File: config.mk
export PLATFORM = sky130hd
export DESIGN_NAME = rf_access_ctrl
export DESIGN_NICKNAME = d
export VERILOG_FILES = /design/src/rtl/rf_access_ctrl_pkg.sv /design/src/rtl/rf_access_ctrl_wb_fifo.sv /design/src/rtl/rf_access_ctrl.sv
export SDC_FILE = /design/constraint.sdc
export NUM_CORES = 1
export LEC_CHECK = 0
export ABC_AREA = 1
export ABC_CLOCK_PERIOD_IN_PS = 2700
export CORE_ASPECT_RATIO = 0.8
export CORE_MARGIN = 5
export CORE_UTILIZATION = 50
export DETAILED_ROUTE_END_ITERATION = 6
export DONT_BUFFER_PORTS = 1
export PLACE_DENSITY = 0.68
export SKIP_LAST_GASP = 1
export SLEW_MARGIN = 20
export SYNTH_ARGS = -nofsm -noshare
export SYNTH_HDL_FRONTEND = slang
export SYNTH_SLANG_ARGS = --single-unit
File: constraint.sdc
create_clock -name clk -period 2.7 [get_ports clk]
set_input_delay 0.27 -clock clk [delete_from_list [all_inputs] [get_ports clk]]
set_output_delay 0.27 -clock clk [all_outputs]
set_load 0.01 [all_outputs]
File: src/rtl/rf_access_ctrl_pkg.sv
// Shared register-file command codes and access-controller FSM encodings.
package rf_access_ctrl_pkg;

    localparam int REG_IW = 5;

    localparam logic [1:0] RF_NOP   = 2'd0;
    localparam logic [1:0] RF_READ  = 2'd1;
    localparam logic [1:0] RF_WRITE = 2'd2;

    localparam logic [1:0] ST_IDLE    = 2'd0;
    localparam logic [1:0] ST_RD_WAIT = 2'd1;
    localparam logic [1:0] ST_OP_HOLD = 2'd2;

endpackage

File: src/rtl/rf_access_ctrl_wb_fifo.sv
// Write-back buffer: WB_DEPTH-entry FIFO of {rd, data}; entries are also
// presented oldest-first so the controller can search them for forwarding.
module wb_fifo
    import rf_access_ctrl_pkg::*;
#(
    parameter int LEN      = 32,
    parameter int WB_DEPTH = 2
) (
    input  logic                              clk,
    input  logic                              rst,
    input  logic                              i_push,
    input  logic [REG_IW-1:0]                 i_rd,
    input  logic [LEN-1:0]                    i_data,
    input  logic                              i_pop,
    output logic [REG_IW-1:0]                 o_head_rd,
    output logic [LEN-1:0]                    o_head_data,
    output logic [WB_DEPTH-1:0][REG_IW-1:0]   o_ent_rd,
    output logic [WB_DEPTH-1:0][LEN-1:0]      o_ent_data,
    output logic [$clog2(WB_DEPTH+1)-1:0]     o_count
);
    localparam int PW = $clog2(WB_DEPTH);
    localparam int CW = $clog2(WB_DEPTH + 1);

    logic [WB_DEPTH-1:0][REG_IW-1:0] r_mem_rd;
    logic [WB_DEPTH-1:0][LEN-1:0]    r_mem_data;
    logic [PW-1:0]                   r_wr_ptr;
    logic [PW-1:0]                   r_rd_ptr;
    logic [CW-1:0]                   r_count;

    always_ff @(posedge clk) begin
        if (i_push) begin
            r_mem_rd[r_wr_ptr]   <= i_rd;
            r_mem_data[r_wr_ptr] <= i_data;
        end
    end

    always_ff @(posedge clk or negedge rst) begin
        if (!rst) begin
            r_wr_ptr <= '0;
            r_rd_ptr <= '0;
            r_count  <= '0;
        end else begin
            if (i_push) r_wr_ptr <= r_wr_ptr + PW'(1);
            if (i_pop)  r_rd_ptr <= r_rd_ptr + PW'(1);
            case ({i_push, i_pop})
                2'b10:   r_count <= r_count + CW'(1);
                2'b01:   r_count <= r_count - CW'(1);
                default: ;
            endcase
        end
    end

    assign o_head_rd   = r_mem_rd[r_rd_ptr];
    assign o_head_data = r_mem_data[r_rd_ptr];
    assign o_count     = r_count;

    // Index 0 is the oldest live entry; only the first o_count are meaningful.
    for (genvar g = 0; g < WB_DEPTH; g++) begin : g_ent
        logic [PW-1:0] w_idx;
        assign w_idx         = r_rd_ptr + PW'(g);
        assign o_ent_rd[g]   = r_mem_rd[w_idx];
        assign o_ent_data[g] = r_mem_data[w_idx];
    end

endmodule

File: src/rtl/rf_access_ctrl.sv
// Operand-read / write-back arbiter in front of a 2R/1W register file.
// Optional forwarding from the write buffer is enabled by defining RF_BYPASS_EN.
module rf_access_ctrl
    import rf_access_ctrl_pkg::*;
#(
    parameter int LEN      = 32,
    parameter int WB_DEPTH = 2
) (
    input  logic              clk,
    input  logic              rst,
    input  logic              rdy_in,
    input  logic              rd_req_valid,
    output logic              rd_req_ready,
    input  logic [REG_IW-1:0] rs1_idx,
    input  logic [REG_IW-1:0] rs2_idx,
    output logic              op_valid,
    input  logic              op_ready,
    output logic [LEN-1:0]    op_rs1_data,
    output logic [LEN-1:0]    op_rs2_data,
    input  logic              wb_valid,
    output logic              wb_ready,
    input  logic [REG_IW-1:0] wb_rd,
    input  logic [LEN-1:0]    wb_data,
    output logic [1:0]        rf_signal,
    output logic [REG_IW-1:0] rf_rs1,
    output logic [REG_IW-1:0] rf_rs2,
    output logic [REG_IW-1:0] rf_rd,
    output logic [LEN-1:0]    rf_data,
    input  logic [LEN-1:0]    rf_rs1_data,
    input  logic [LEN-1:0]    rf_rs2_data
);
    localparam int CW = $clog2(WB_DEPTH + 1);

    logic [1:0]                      r_state;
    logic [REG_IW-1:0]               r_rs1_idx, r_rs2_idx;
    logic [LEN-1:0]                  r_op1, r_op2;
    logic [REG_IW-1:0]               w_head_rd;
    logic [LEN-1:0]                  w_head_data;
    logic [WB_DEPTH-1:0][REG_IW-1:0] w_ent_rd;
    logic [WB_DEPTH-1:0][LEN-1:0]    w_ent_data;
    logic [CW-1:0]                   w_count;
    logic                            w_full, w_empty, w_push, w_pop, w_rd_go;
    logic [LEN-1:0]                  w_src1, w_src2;

`ifdef RF_BYPASS_EN
    localparam bit BYP = 1'b1;
    logic           r_byp1_hit, r_byp2_hit;
    logic [LEN-1:0] r_byp1_data, r_byp2_data;
    logic           w_hit1, w_hit2;
    logic [LEN-1:0] w_bd1, w_bd2;

    // Later (younger) matches overwrite earlier ones.
    always_comb begin
        w_hit1 = 1'b0;
        w_hit2 = 1'b0;
        w_bd1  = '0;
        w_bd2  = '0;
        for (int i = 0; i < WB_DEPTH; i++) begin
            if (CW'(i) < w_count) begin
                if (w_ent_rd[i] == rs1_idx) begin
                    w_hit1 = 1'b1;
                    w_bd1  = w_ent_data[i];
                end
                if (w_ent_rd[i] == rs2_idx) begin
                    w_hit2 = 1'b1;
                    w_bd2  = w_ent_data[i];
                end
            end
        end
    end

    always_ff @(posedge clk or negedge rst) begin
        if (!rst) begin
            r_byp1_hit  <= 1'b0;
            r_byp2_hit  <= 1'b0;
            r_byp1_data <= '0;
            r_byp2_data <= '0;
        end else if (w_rd_go) begin
            r_byp1_hit  <= w_hit1;
            r_byp2_hit  <= w_hit2;
            r_byp1_data <= w_bd1;
            r_byp2_data <= w_bd2;
        end
    end

    assign w_src1 = r_byp1_hit ? r_byp1_data : rf_rs1_data;
    assign w_src2 = r_byp2_hit ? r_byp2_data : rf_rs2_data;
`else
    localparam bit BYP = 1'b0;
    logic w_unused_ent;
    assign w_unused_ent = ^{w_ent_rd, w_ent_data};
    assign w_src1 = rf_rs1_data;
    assign w_src2 = rf_rs2_data;
`endif

    wb_fifo #(.LEN(LEN), .WB_DEPTH(WB_DEPTH)) u_wb_fifo (
        .clk         (clk),
        .rst         (rst),
        .i_push      (w_push),
        .i_rd        (wb_rd),
        .i_data      (wb_data),
        .i_pop       (w_pop),
        .o_head_rd   (w_head_rd),
        .o_head_data (w_head_data),
        .o_ent_rd    (w_ent_rd),
        .o_ent_data  (w_ent_data),
        .o_count     (w_count)
    );

    assign w_full  = (w_count == CW'(WB_DEPTH));
    assign w_empty = (w_count == '0);

    // Handshakes are also gated by rst so nothing is accepted while in reset.
    assign wb_ready     = rst && rdy_in && !w_full;
    assign rd_req_ready = rst && rdy_in && (r_state == ST_IDLE) && !w_full && (w_empty || BYP);
    assign w_rd_go      = rd_req_valid && rd_req_ready;
    assign w_push       = wb_valid && wb_ready && (wb_rd != '0);
    // A full buffer blocks reads, so "read wins" only ever applies when not full.
    assign w_pop        = rst && rdy_in && !w_empty && !w_rd_go;

    always_comb begin
        rf_signal = RF_NOP;
        rf_rs1    = '0;
        rf_rs2    = '0;
        rf_rd     = '0;
        rf_data   = '0;
        if (w_pop) begin
            rf_signal = RF_WRITE;
            rf_rd     = w_head_rd;
            rf_data   = w_head_data;
        end else if (w_rd_go) begin
            rf_signal = RF_READ;
            rf_rs1    = rs1_idx;
            rf_rs2    = rs2_idx;
        end
    end

    always_ff @(posedge clk or negedge rst) begin
        if (!rst) begin
            r_state   <= ST_IDLE;
            r_rs1_idx <= '0;
            r_rs2_idx <= '0;
            r_op1     <= '0;
            r_op2     <= '0;
        end else if (rdy_in) begin
            case (r_state)
                ST_IDLE: if (w_rd_go) begin
                    r_state   <= ST_RD_WAIT;
                    r_rs1_idx <= rs1_idx;
                    r_rs2_idx <= rs2_idx;
                end
                ST_RD_WAIT: begin
                    r_op1   <= (r_rs1_idx == '0) ? '0 : w_src1;
                    r_op2   <= (r_rs2_idx == '0) ? '0 : w_src2;
                    r_state <= ST_OP_HOLD;
                end
                ST_OP_HOLD: if (op_ready) r_state <= ST_IDLE;
                default: r_state <= ST_IDLE;
            endcase
        end
    end

    assign op_valid    = (r_state == ST_OP_HOLD);
    assign op_rs1_data = r_op1;
    assign op_rs2_data = r_op2;

endmodule

==> flow_summary.json <==
{
  "outcome": "finished clean",
  "grt_pass1_wl_um": 24160,
  "syn_nets": 673,
  "cts_resized": 0,
  "setup_viol": 0,
  "ant_nets": 0,
  "ir_drop_mv": 0.6116,
  "fin_crit_ns": 2.365,
  "post-dp-hpwl_um": 10070,
  "root_buffer": "clkbuf_16",
  "maxCapViolations": 0,
  "drtIter0Drc": 286,
  "fin_tns_setup_ns": 0,
  "synth.avg_cell_area_um2": 11.07,
  "fin_nets": 760,
  "grt.total_usage_pct": 21.68,
  "tightestPinTransition_ns": 0.7204,
  "drc": 0,
  "rows": 36,
  "start_util_pct": 50.69,
  "clockPowerShare_pct": 32.0,
  "skew_ns": 0.01253,
  "grt_pass1_vias": 4518,
  "p_int_uw": 5322,
  "tritoncts": "done",
  "p_sw_share_pct": 32.90,
  "p_leak_uw": 0.003677,
  "maxSlewViolCount": 0,
  "power_density_nw_per_um2": 1013,
  "ys_seq_elements": 154,
  "post_drt_wl_per_cell_um": 19.70,
  "die_h_um": 109.1,
  "die_area_um2": 14610,
  "synth_cell_types": 24,
  "cp-end-kind": "output pin",
  "firstDrtPassIters": 5,
  "cts_buffers": 17,
  "io_pins": 233,
  "yosys-top-cells-area": "edfxtp_1 (36%), dfrtp_1 (33%), nand2_1 (10%)",
  "grt_overflow_total": 0,
  "yosysTopAreaCellShare_pct": 36.18,
  "clock_latency_ns": 0.41,
  "critPathRequiredTime_ns": 2.43,
  "synth_area_um2": 6142,
  "synth-seq-area-share_pct": 68.77,
  "synth_cells": 555,
  "hold_viol": 0,
  "grt_setup_unrepaired": "false",
  "p_comb_share_pct": 20.3,
  "fin_crit_sh_pct": 87.58,
  "portBuffers": 0,
  "placed_area_um2": 6248,
  "synth_top_cell_by_area": "edfxtp_1",
  "max_freq_mhz": 422.9,
  "power_switching_uw": 2610,
  "syn_to_final_growth_pct": 27.46,
  "clk_pin_slew_ns": 0.06,
  "core_area_um2": 12120,
  "ctsHtreeMaxLevel": 4,
  "relSlewSlack_pct": 51.85,
  "vias": 4348,
  "critPathKind": "flop to output pin",
  "stdcell_area_um2": 7829,
  "drive_above_1_share_pct": 7.939,
  "grt_max_degree": 81,
  "via_per_inst": 5.381,
  "min_path_type": "primary input to flop",
  "ys.warnings.count": 0,
  "worstPathMaxFanout": 12,
  "worstPathArrival_ns": 2.09,
  "grt_antenna_before_repair": 0,
  "critPathLaunchType": "flop",
  "pwr-share-seq_pct": 47.7,
  "die_width_um": 133.9,
  "numClockSinks": 154,
  "routed_wl_um": 15920,
  "clk_path_buf_depth": 2,
  "gp_congestion": 0.7690
}
## final timing paths
path,slack (ns),cells after the start,startpoint,endpoint
max,0.34,5,u_wb_fifo.o_count[0]$_DFFE_PN0P_,rf_signal[0]
min,0.02,2,rf_rs1_data[0],op_rs1_data[0]$_DFFE_PN0P_
max reg2reg,0.81,7,u_wb_fifo.o_count[0]$_DFFE_PN0P_,u_wb_fifo.r_mem_data[33]$_DFFE_PP_
min reg2reg,0.47,2,r_rs2_idx[2]$_DFFE_PN0P_,r_rs2_idx[2]$_DFFE_PN0P_
max in group asynchronous,1.95,2,rst,r_rs2_idx[3]$_DFFE_PN0P_
min in group asynchronous,0.41,2,rst,op_rs1_data[2]$_DFFE_PN0P_
## per-stage QoR
step / total power, uW / std cells / utilization, % / setup WS (ns) / hold slack [ns]
after global routing: 8357 / 807 / 64.59 / 0.1345 / 0.002319
final: 7932 / 808 / 64.61 / 0.3354 / 0.01685
after floorplan: 4822 / 555 / - / 0.5244 / -0.02559
after detailed placement: 5235 / 684 / 51.57 / 0.7808 / -0.02372
after CTS: 7943 / 804 / 64.32 / 0.3231 / 0.0008015
after global placement: 5155 / 684 / 51.57 / 0.8578 / -0.02372
## cell type report
type                       instances  area (um2)
fill                             884        4288
sequential                       154        4225
multi-input combinational        338        1643
timing repair buffer              99        1001
clock buffer                      22       516.7
tap                              152       190.2
clock inverter                    10       130.1
inverter                          32       120.1
antenna                            1       2.502
## flip-flops by register name, indices dropped and copies added, names as in the netlist
signal,count
r_rs1_idx,5
u_wb_fifo.r_mem_rd,10
u_wb_fifo.r_wr_ptr,1
r_state,2
op_rs1_data,32
u_wb_fifo.r_mem_data,64
u_wb_fifo.o_count,2
u_wb_fifo.r_rd_ptr,1
op_rs2_data,32
r_rs2_idx,5
## synthesized netlist by cell type
library cell and number:
buf_2 19, or2_2 1, xnor2_1 2, nand2_2 1
o211ai_1 1, nor2_1 40, clkbuf_1 7, buf_6 3
inv_1 30, xor2_1 1, mux2i_1 32, nor3_1 2
nor2_2 1, inv_2 2, a21oi_1 1, nand3b_1 1
nand2_1 171, edfxtp_1 74, o21ai_0 5, buf_4 2
nand3_1 76, ha_1 1, nor2_4 2, dfrtp_1 80
## layout by cell type, fill, tap and decap left out, types with 2 or more instances in the layout
cell / count
clkinv_2: 5
nor2_1: 39
buf_4: 7
bufinv_16: 3
mux2i_1: 32
o21ai_0: 5
nand2_1: 170
dfrtp_1: 79
clkbuf_16: 19
xnor2_1: 2
clkbuf_8: 3
dlygate4sd3_1: 90
inv_2: 2
edfxtp_1: 74
nand2_2: 2
nand3_1: 75
nor3_1: 2
nor2_4: 3
inv_1: 30
## power by group through the flow
stage	Combinational (uW)	Sequential [uW]	Clock [uW]
global route	1810	3840	2710
CTS	1590	3770	2580
detailed placement	1450	3790	0
global placement	1370	3790	0
floorplan	1220	3600	0
finish	1610	3780	2540
## cells by family after synthesis
| kind of cell | count (synthesis) | synth area share, % |
|---|---|---|
| fa+ha+maj | 1 | 0.2037 |
| compound gates | 7 | 0.6110 |
| flops | 154 | 68.77 |
| simple gates | 295 | 20.04 |
| buf+inv | 63 | 4.726 |
| xor+xnor | 3 | 0.4279 |
| mux | 32 | 5.215 |
## worst max-delay path, cell delays in order (launching register included)
cell,delay [ns]
dfrtp_1,0.45
nor2_4,0.15
nand2_1,0.07
nor2_2,0.41
nand2_1,0.38
inv_1,0.20
## layer usage
metal | up-vias | global-route usage, % | share of wire (%)
li1 | 1994 | - | -
met1 | 2097 | 25.25 | 37
met2 | 235 | 35.40 | 51
met3 | 22 | 10.15 | 10
met4 | 0 | 8.150 | 1.7
met5 | - | 0 | 0
## repair_timing
| action | in CTS | in global routing |
|---|---|---|
| endpoints found under the hold margin | 204 | 3 |
| setup endpoints to repair | 0 | 0 |
| hold buffers | 88 | 3 |
| setup buffers | 0 | 0 |
Power figures use the tool's default switching activity.
